<file path="config.mk">
export PLATFORM = sky130hd
export DESIGN_NAME = cdb_arbiter
export DESIGN_NICKNAME = d
export VERILOG_FILES = /design/src/rtl/cdb_arbiter.sv
export SDC_FILE = /design/constraint.sdc
export NUM_CORES = 1
export LEC_CHECK = 0
export ABC_AREA = 0
export CAP_MARGIN = 20
export CORE_MARGIN = 4
export CORE_UTILIZATION = 58
export CTS_BUF_LIST = sky130_fd_sc_hd__clkbuf_16
export DETAILED_ROUTE_END_ITERATION = 8
export DONT_BUFFER_PORTS = 1
export PLACE_DENSITY = 0.83
export SLEW_MARGIN = 40
export SYNTH_ARGS = -nofsm -noshare
export SYNTH_HDL_FRONTEND = slang
export SYNTH_SLANG_ARGS = --single-unit
</file>
<file path="constraint.sdc">
create_clock -name clock -period 3.5 [get_ports clock]
set_input_delay 1.05 -clock clock [delete_from_list [all_inputs] [get_ports clock]]
set_output_delay 1.05 -clock clock [all_outputs]
set_load 0.02 [all_outputs]
</file>
<file path="src/rtl/cdb_arbiter.sv">
// CDB arbiter: grants up to CDB_SZ requesting FUs per cycle and broadcasts their packets; CDB_RR_EN selects rotating priority.
// Latency: grant is combinational in the request cycle; the broadcast is registered and appears on the next cycle.
// Backpressure: an ungranted FU holds its packet and request; a grant is the only acknowledge.
package cdb_pkg;
  typedef struct packed {
    logic [31:0] result;
    logic [5:0]  completing_reg;
    logic        valid;
  } cdb_reg_packet_t;
endpackage

module cdb_arbiter
  import cdb_pkg::*;
#(
  parameter int NUM_FU = 4,
  parameter int CDB_SZ = 2
) (
  input  logic                              clock,
  input  logic                              reset,
  input  logic            [NUM_FU-1:0]      fu_req,
  input  cdb_reg_packet_t [NUM_FU-1:0]      fu_packets,
  output logic            [NUM_FU-1:0]      fu_grant,
  output cdb_reg_packet_t [CDB_SZ-1:0]      cdb_packets,
  output logic [$clog2(CDB_SZ+1)-1:0]       cdb_count
);
  localparam int PW = (NUM_FU > 1) ? $clog2(NUM_FU) : 1;
  localparam int CW = $clog2(CDB_SZ + 1);

  logic [PW-1:0]                scan_start;
  logic [PW-1:0]                scan_idx;
  logic [PW-1:0]                lane_sel [CDB_SZ];
  logic [CDB_SZ-1:0]            lane_vld;
  logic [CW-1:0]                n_grant;
  cdb_reg_packet_t [CDB_SZ-1:0] lane_nxt;

`ifdef CDB_RR_EN
  logic [PW-1:0] prio_ptr;
  logic [PW-1:0] last_idx;
  assign scan_start = prio_ptr;
`else
  assign scan_start = '0;
`endif

  // Circular scan from scan_start; the k-th winner in scan order owns lane k.
  always_comb begin
    fu_grant = '0;
    lane_vld = '0;
    n_grant  = '0;
    scan_idx = '0;
    for (int k = 0; k < CDB_SZ; k++) lane_sel[k] = '0;
`ifdef CDB_RR_EN
    last_idx = scan_start;
`endif
    for (int j = 0; j < NUM_FU; j++) begin
      scan_idx = PW'((int'(scan_start) + j) % NUM_FU);
      if (!reset && fu_req[scan_idx] && (n_grant < CW'(CDB_SZ))) begin
        fu_grant[scan_idx] = 1'b1;
        for (int k = 0; k < CDB_SZ; k++) begin
          if (n_grant == CW'(k)) begin
            lane_sel[k] = scan_idx;
            lane_vld[k] = 1'b1;
          end
        end
        n_grant = n_grant + 1'b1;
`ifdef CDB_RR_EN
        last_idx = scan_idx;
`endif
      end
    end
  end

  // The request is authoritative, so the broadcast valid is forced rather than copied.
  always_comb begin
    lane_nxt = '0;
    for (int k = 0; k < CDB_SZ; k++) begin
      if (lane_vld[k]) begin
        lane_nxt[k]       = fu_packets[lane_sel[k]];
        lane_nxt[k].valid = 1'b1;
      end
    end
  end

  always_ff @(posedge clock) begin
    if (reset) begin
      cdb_packets <= '0;
      cdb_count   <= '0;
    end else begin
      cdb_packets <= lane_nxt;
      cdb_count   <= n_grant;
    end
  end

`ifdef CDB_RR_EN
  always_ff @(posedge clock) begin
    if (reset) begin
      prio_ptr <= '0;
    end else if (n_grant != '0) begin
      prio_ptr <= PW'((int'(last_idx) + 1) % NUM_FU);
    end
  end
`endif

endmodule

</file>
Yosys cells after proc, flatten, opt, wreduce, memory -nomap -nowiden

Index checks and enable logic that the tools add are counted.

Bits in registers: 80
Output and inout port bits: 84
Word-level logic and storage cells: 66

Mux-type cells: 33
$lt $le $gt $ge: 5
Bitwise gates (word level): 2
Reductions and logical operators: 13
Eq/ne operators: 3
Add/sub/neg operators: 3

Operators by type and width:

| operator            | count |
|---|---|
| $bmux 39 s2         | 2 |
| $mux 39             | 2 |
| $mux 2              | 11 |
| $mux 4              | 4 |
| $mux 1              | 13 |
| $logic_and 1x1->1   | 7 |
| $logic_not 2->1     | 3 |
| $lt 2x3->1 const B  | 2 |
| $add 2x1->2 const B | 2 |
| $eq 2x1->1 const B  | 2 |
| $lt 2x2->1 const B  | 2 |
| $reduce_or 2->1     | 2 |
| $mux 3              | 1 |
| $add 1x1->2 const B | 1 |
| $lt 1x2->1 const B  | 1 |
| $not 1->1           | 2 |
| $eq 1x1->1 const B  | 1 |
| $logic_not 1->1     | 1 |

Depth between registers and ports, before layout

Depth after elaboration: 14
Mapped depth: 15

Worst setup path before layout

OpenSTA, ideal clock, no wires.

Kind: input port to flip-flop
Start: input port reset
End: register cdb_packets[58] (netlist bit)
Setup time: 0.091 ns
Path slack: -0.330 ns
Stages: 13
Required time: 3.409 ns
Arrival time: 3.739 ns
Cells stage by stage: buf_2 nor2b_1 inv_1 ha_1 o21ai_1 nand2_1 ha_1 a41oi_1 clkbuf_1 buf_6 buf_4 a211oi_1 a311oi_1

Longest elaborated chain between the ends: 14

RTL lines:

| what                                                             | RTL line | RTL |
|---|---|---|
| start, declared                                                  | 19       | `input logic reset,` |
| $logic_not 1->1                                                  | 56       | `if (!reset && fu_req[scan_idx] && (n_grant < CW'(CDB_SZ))) begin` |
| $logic_and 1x1->1                                                | 56       |  |
| $mux 1                                                           | 56       |  |
| $lt 1x2->1                                                       | 56       |  |
| $logic_and 1x1->1                                                | 56       |  |
| $mux 2                                                           | 56       |  |
| $lt 2x2->1                                                       | 56       |  |
| $logic_and 1x1->1                                                | 56       |  |
| $mux 2                                                           | 56       |  |
| $lt 2x2->1 or $eq 2x1->1 (tied branches)                         | 56, 59   |  |
| $logic_and 1x1->1 (tied with other cells)                        | 56       |  |
| $mux 4 or $mux 2 (tied branches)                                 | 56       |  |
| $bmux 39 s2 or $not 1->1 (tied branches)                         | -        |  |
| $mux 39 (not written as such) or $reduce_or 2->1 (tied branches) | -        |  |
| end signal, assigned                                             | 88       | `cdb_packets <= lane_nxt;` |
| end, declared                                                    | 23       | `output cdb_reg_packet_t [CDB_SZ-1:0] cdb_packets,` |

Several ways; a longest one is shown, not always the timed one. The select of a mux whose other input is x is not followed.
A chain may end at the register's enable or synchronous reset.

Worst setup path in the final report

Start: input port fu_req[0]
End: register cdb_packets[44] (netlist bit)

Longest elaborated chain between the ends: 13

RTL lines:

| what                                                             | RTL line | RTL |
|---|---|---|
| start, declared                                                  | 20       | `input logic [NUM_FU-1:0] fu_req,` |
| $logic_and 1x1->1 (*)                                            | 56       |  |
| $mux 1 (*)                                                       | 56       |  |
| $lt 1x2->1                                                       | 56       |  |
| $logic_and 1x1->1                                                | 56       |  |
| $mux 2                                                           | 56       |  |
| $lt 2x2->1                                                       | 56       |  |
| $logic_and 1x1->1                                                | 56       |  |
| $mux 2                                                           | 56       |  |
| $lt 2x2->1 or $eq 2x1->1 (tied branches)                         | 56, 59   |  |
| $logic_and 1x1->1 (tied with other cells)                        | 56       |  |
| $mux 4 or $mux 2 (tied branches)                                 | 56       |  |
| $bmux 39 s2 or $not 1->1 (tied branches)                         | -        |  |
| $mux 39 (not written as such) or $reduce_or 2->1 (tied branches) | -        |  |

Mark *: on every way between the ends. The rest lies on a longest branch, timed or not. The select of a mux whose other input is x is not followed.

==> key figures <==
STA
  • Setup TNS: 0 ns
  • Fin. max-slew vios: 0
  • Final Setup Violations: 0
  • Final Hold Viols: 0
  • Fmax: 0.312 GHz
  • Worst slew pin tran: 0.493 ns
  • Slew headroom: 67.1%
  • RSZ-0062 raised after global routing: no
  • Final period utilization: 91.5%
  • Crit path time final: 3.20 ns
  • Fin Hold WS: 0.787 ns

Critical path
  • Worst Path Max Fanout: 66
  • Setup crit end kind: flop
  • Crit path arrival time: 3.42 ns
  • Crit path launch type: input pin
  • CP Class: input pin to flop
  • CP Data Required Time: 3.72 ns

Power and ir drop
  • Switching Share: 31.4%
  • Pwr dens: 482 nW/um2
  • Pint: 1.75 mW
  • Sequential share of power: 44.8%
  • Clock share of power: 36.3%
  • Switching power: 801 uW
  • Part of the power in combinational logic: 18.9%
  • Worst VDD drop: 0.000257 V
  • P_leak: 1.97 nW

Detailed routing
  • Mean routed wirelength per cell: 25.0 um
  • ANT nets after route: 0
  • WL final: 15300 um
  • 1st-pass router iterations: 5
  • Initial drt markers: 250
  • Routed vias/inst: 7.20
  • DR vias: 4395
  • DRC: 0

Global route
  • First-pass GRT wire length: 24200 um
  • All-Layer GR Usage: 30.4%
  • Vias in the first global route: 4760
  • Gr ovfl total: 0
  • Initial antenna violation count: 0
  • Largest net degree at the start of global routing: 67

Clock tree
  • Root buffer cell: clkbuf_16
  • H-tree levels: 3
  • Clk sinks: 80
  • Postcts setup bufs: 0
  • Post-CTS Resized: 0
  • Cts hold-fix bufs: 0
  • CTS tree: built
  • Max Root-Sink Buffers: 2
  • CTS Buf Count: 9
  • Clock transition at the registers of the reported paths: 0.06 ns

Logic synthesis
  • Top_reg_cell synth: dfxtp_1
  • Asr flop ratio synth: 0%
  • Syn Nets: 690
  • Synth area leader: dfxtp_1
  • Synth unique cells: 34
  • Syn Area/Cell: 9.20 um2
  • EDFF count, synth: 0
  • Yosys reg bits: 80
  • Area contributors post-synth: dfxtp_1 (33%), nor2b_1 (10%), a211oi_1 (8.7%)
  • Netlist Area Pre-Place: 4820 um2
  • Synth Instances: 524
  • Top-area cell type share of the netlist area: 33.2%
  • Part of the Yosys area used for sequential elements: 33.2%
  • Synth warnings: 0

Placed design
  • I/O Buffers: 0
  • RePlAce Congestion: 0.940
  • Final HPWL DP: 10800 um

Cells and area
  • Final nets: 670
  • Filler cell count in the final layout: 601
  • Layout cells sized above 1: 19.1%
  • Register area: 1600 um2
  • Area growth from synthesis to layout: 9.60%
  • Area of the multi-input gates: 2940 um2
  • Ant diodes: 0
  • Most frequent cells in the layout: dfxtp_1 (80), nand2_1 (79), nor2b_1 (77), a211oi_1 (56)
  • Most common cell after layout, fill and taps aside: dfxtp_1

Floorplanning
  • I/O pin total: 246
  • Die Y: 99.2 um
  • Site Rows: 32
  • Die Area: 9840 um2
  • Core Box Area: 7890 um2
  • Initial Util: 61.2%
  • Die Width: 99.2 um

Outcome
  • Run status: complete, no violations

Hold path
  • Hold crit path type: input pin to flop

Job
  • Max_cap viols: 0
## critical path, cell delays in order
cell and delay, ns:
nor2b_4 0.12, inv_1 0.07, ha_1 0.30, or3_4 0.44
nand2_2 0.11, ha_2 0.25, a41oi_4 0.25, buf_12 0.27
nor2b_1 0.16, a211oi_1 0.06, a311oi_1 0.26
## cells in the mapped netlist, drive strengths merged (2+ instances only)
cell / n
dfxtp: 80
nand2: 80
nor2b: 78
a211oi: 76
a221oi: 38
a311oi: 38
mux2i: 38
clkbuf: 35
buf: 24
a21oi: 5
inv: 5
nor2: 5
ha: 4
nand2b: 3
o21ai: 2
## registers in the layout (all words and copies together) (netlist names)
| signal | count |
|---|---|
| cdb_count | 2 |
| cdb_packets | 78 |
## per-layer routing
metal	GRT usage (%)	up-vias	wire length (um)	share of wire, %
met5	0	-	0	0
met2	51.3	311	7710	50
met4	16.1	0	476	3.1
li1	-	1930	-	-
met1	33.6	2100	5330	35
met3	10.7	54	1760	12
## final timing paths
| check | from | slack (ns) | end | cells past startpoint |
|---|---|---|---|---|
| max | fu_req[0] | 0.30 | cdb_packets[44] | 11 |
| min | reset | 0.79 | cdb_count[0] | 1 |
## power groups by stage
stage	combinational (mW)	sequential [mW]	clock (mW)
global placement	0.457	1.16	0
detailed placement	0.477	1.16	0
finish	0.482	1.14	0.926
floorplan	0.381	1.14	0
global route	0.522	1.15	0.984
CTS	0.478	1.14	0.928
## logic make-up (layout without fill, tap and decap cells)
kind of cell / after synthesis / after routing / share of synthesized area [%]
AND/OR/NAND/NOR: 173 / 173 / 18.5
flip-flops: 80 / 80 / 33.2
multiplexers: 38 / 38 / 7.89
AO/OA/AOI/OAI: 164 / 164 / 32.1
buffers and inverters: 64 / 48 / 7.08
XOR/XNOR: 1 / 1 / 0.182
adder cells (fa/ha/maj): 4 / 4 / 1.04
## layout make-up
cell class | instances | share of cell area [%]
well taps | 102 | 2.41
clock buffers | 9 | 4.26
multi-input cells | 380 | 55.6
clock inverters | 6 | 1.16
repair buffers | 28 | 5.87
flip-flops and latches | 80 | 30.3
inverters | 5 | 0.355
## through the flow
stage          util, %  area, um2  cells  power [mW]  setup WS (ns)
5_1_grt           67.0       5290    610        2.65          0.200
3_5_place_dp      63.4       5000    595        1.64         0.0367
4_1_cts           67.0       5290    610        2.55          0.330
3_3_place_gp      63.4       5000    595        1.62          0.122
2_1_floorplan        -       4850    524        1.52        0.00708
6_report          67.0       5290    610        2.55          0.299
Power figures use the tool's default switching activity.
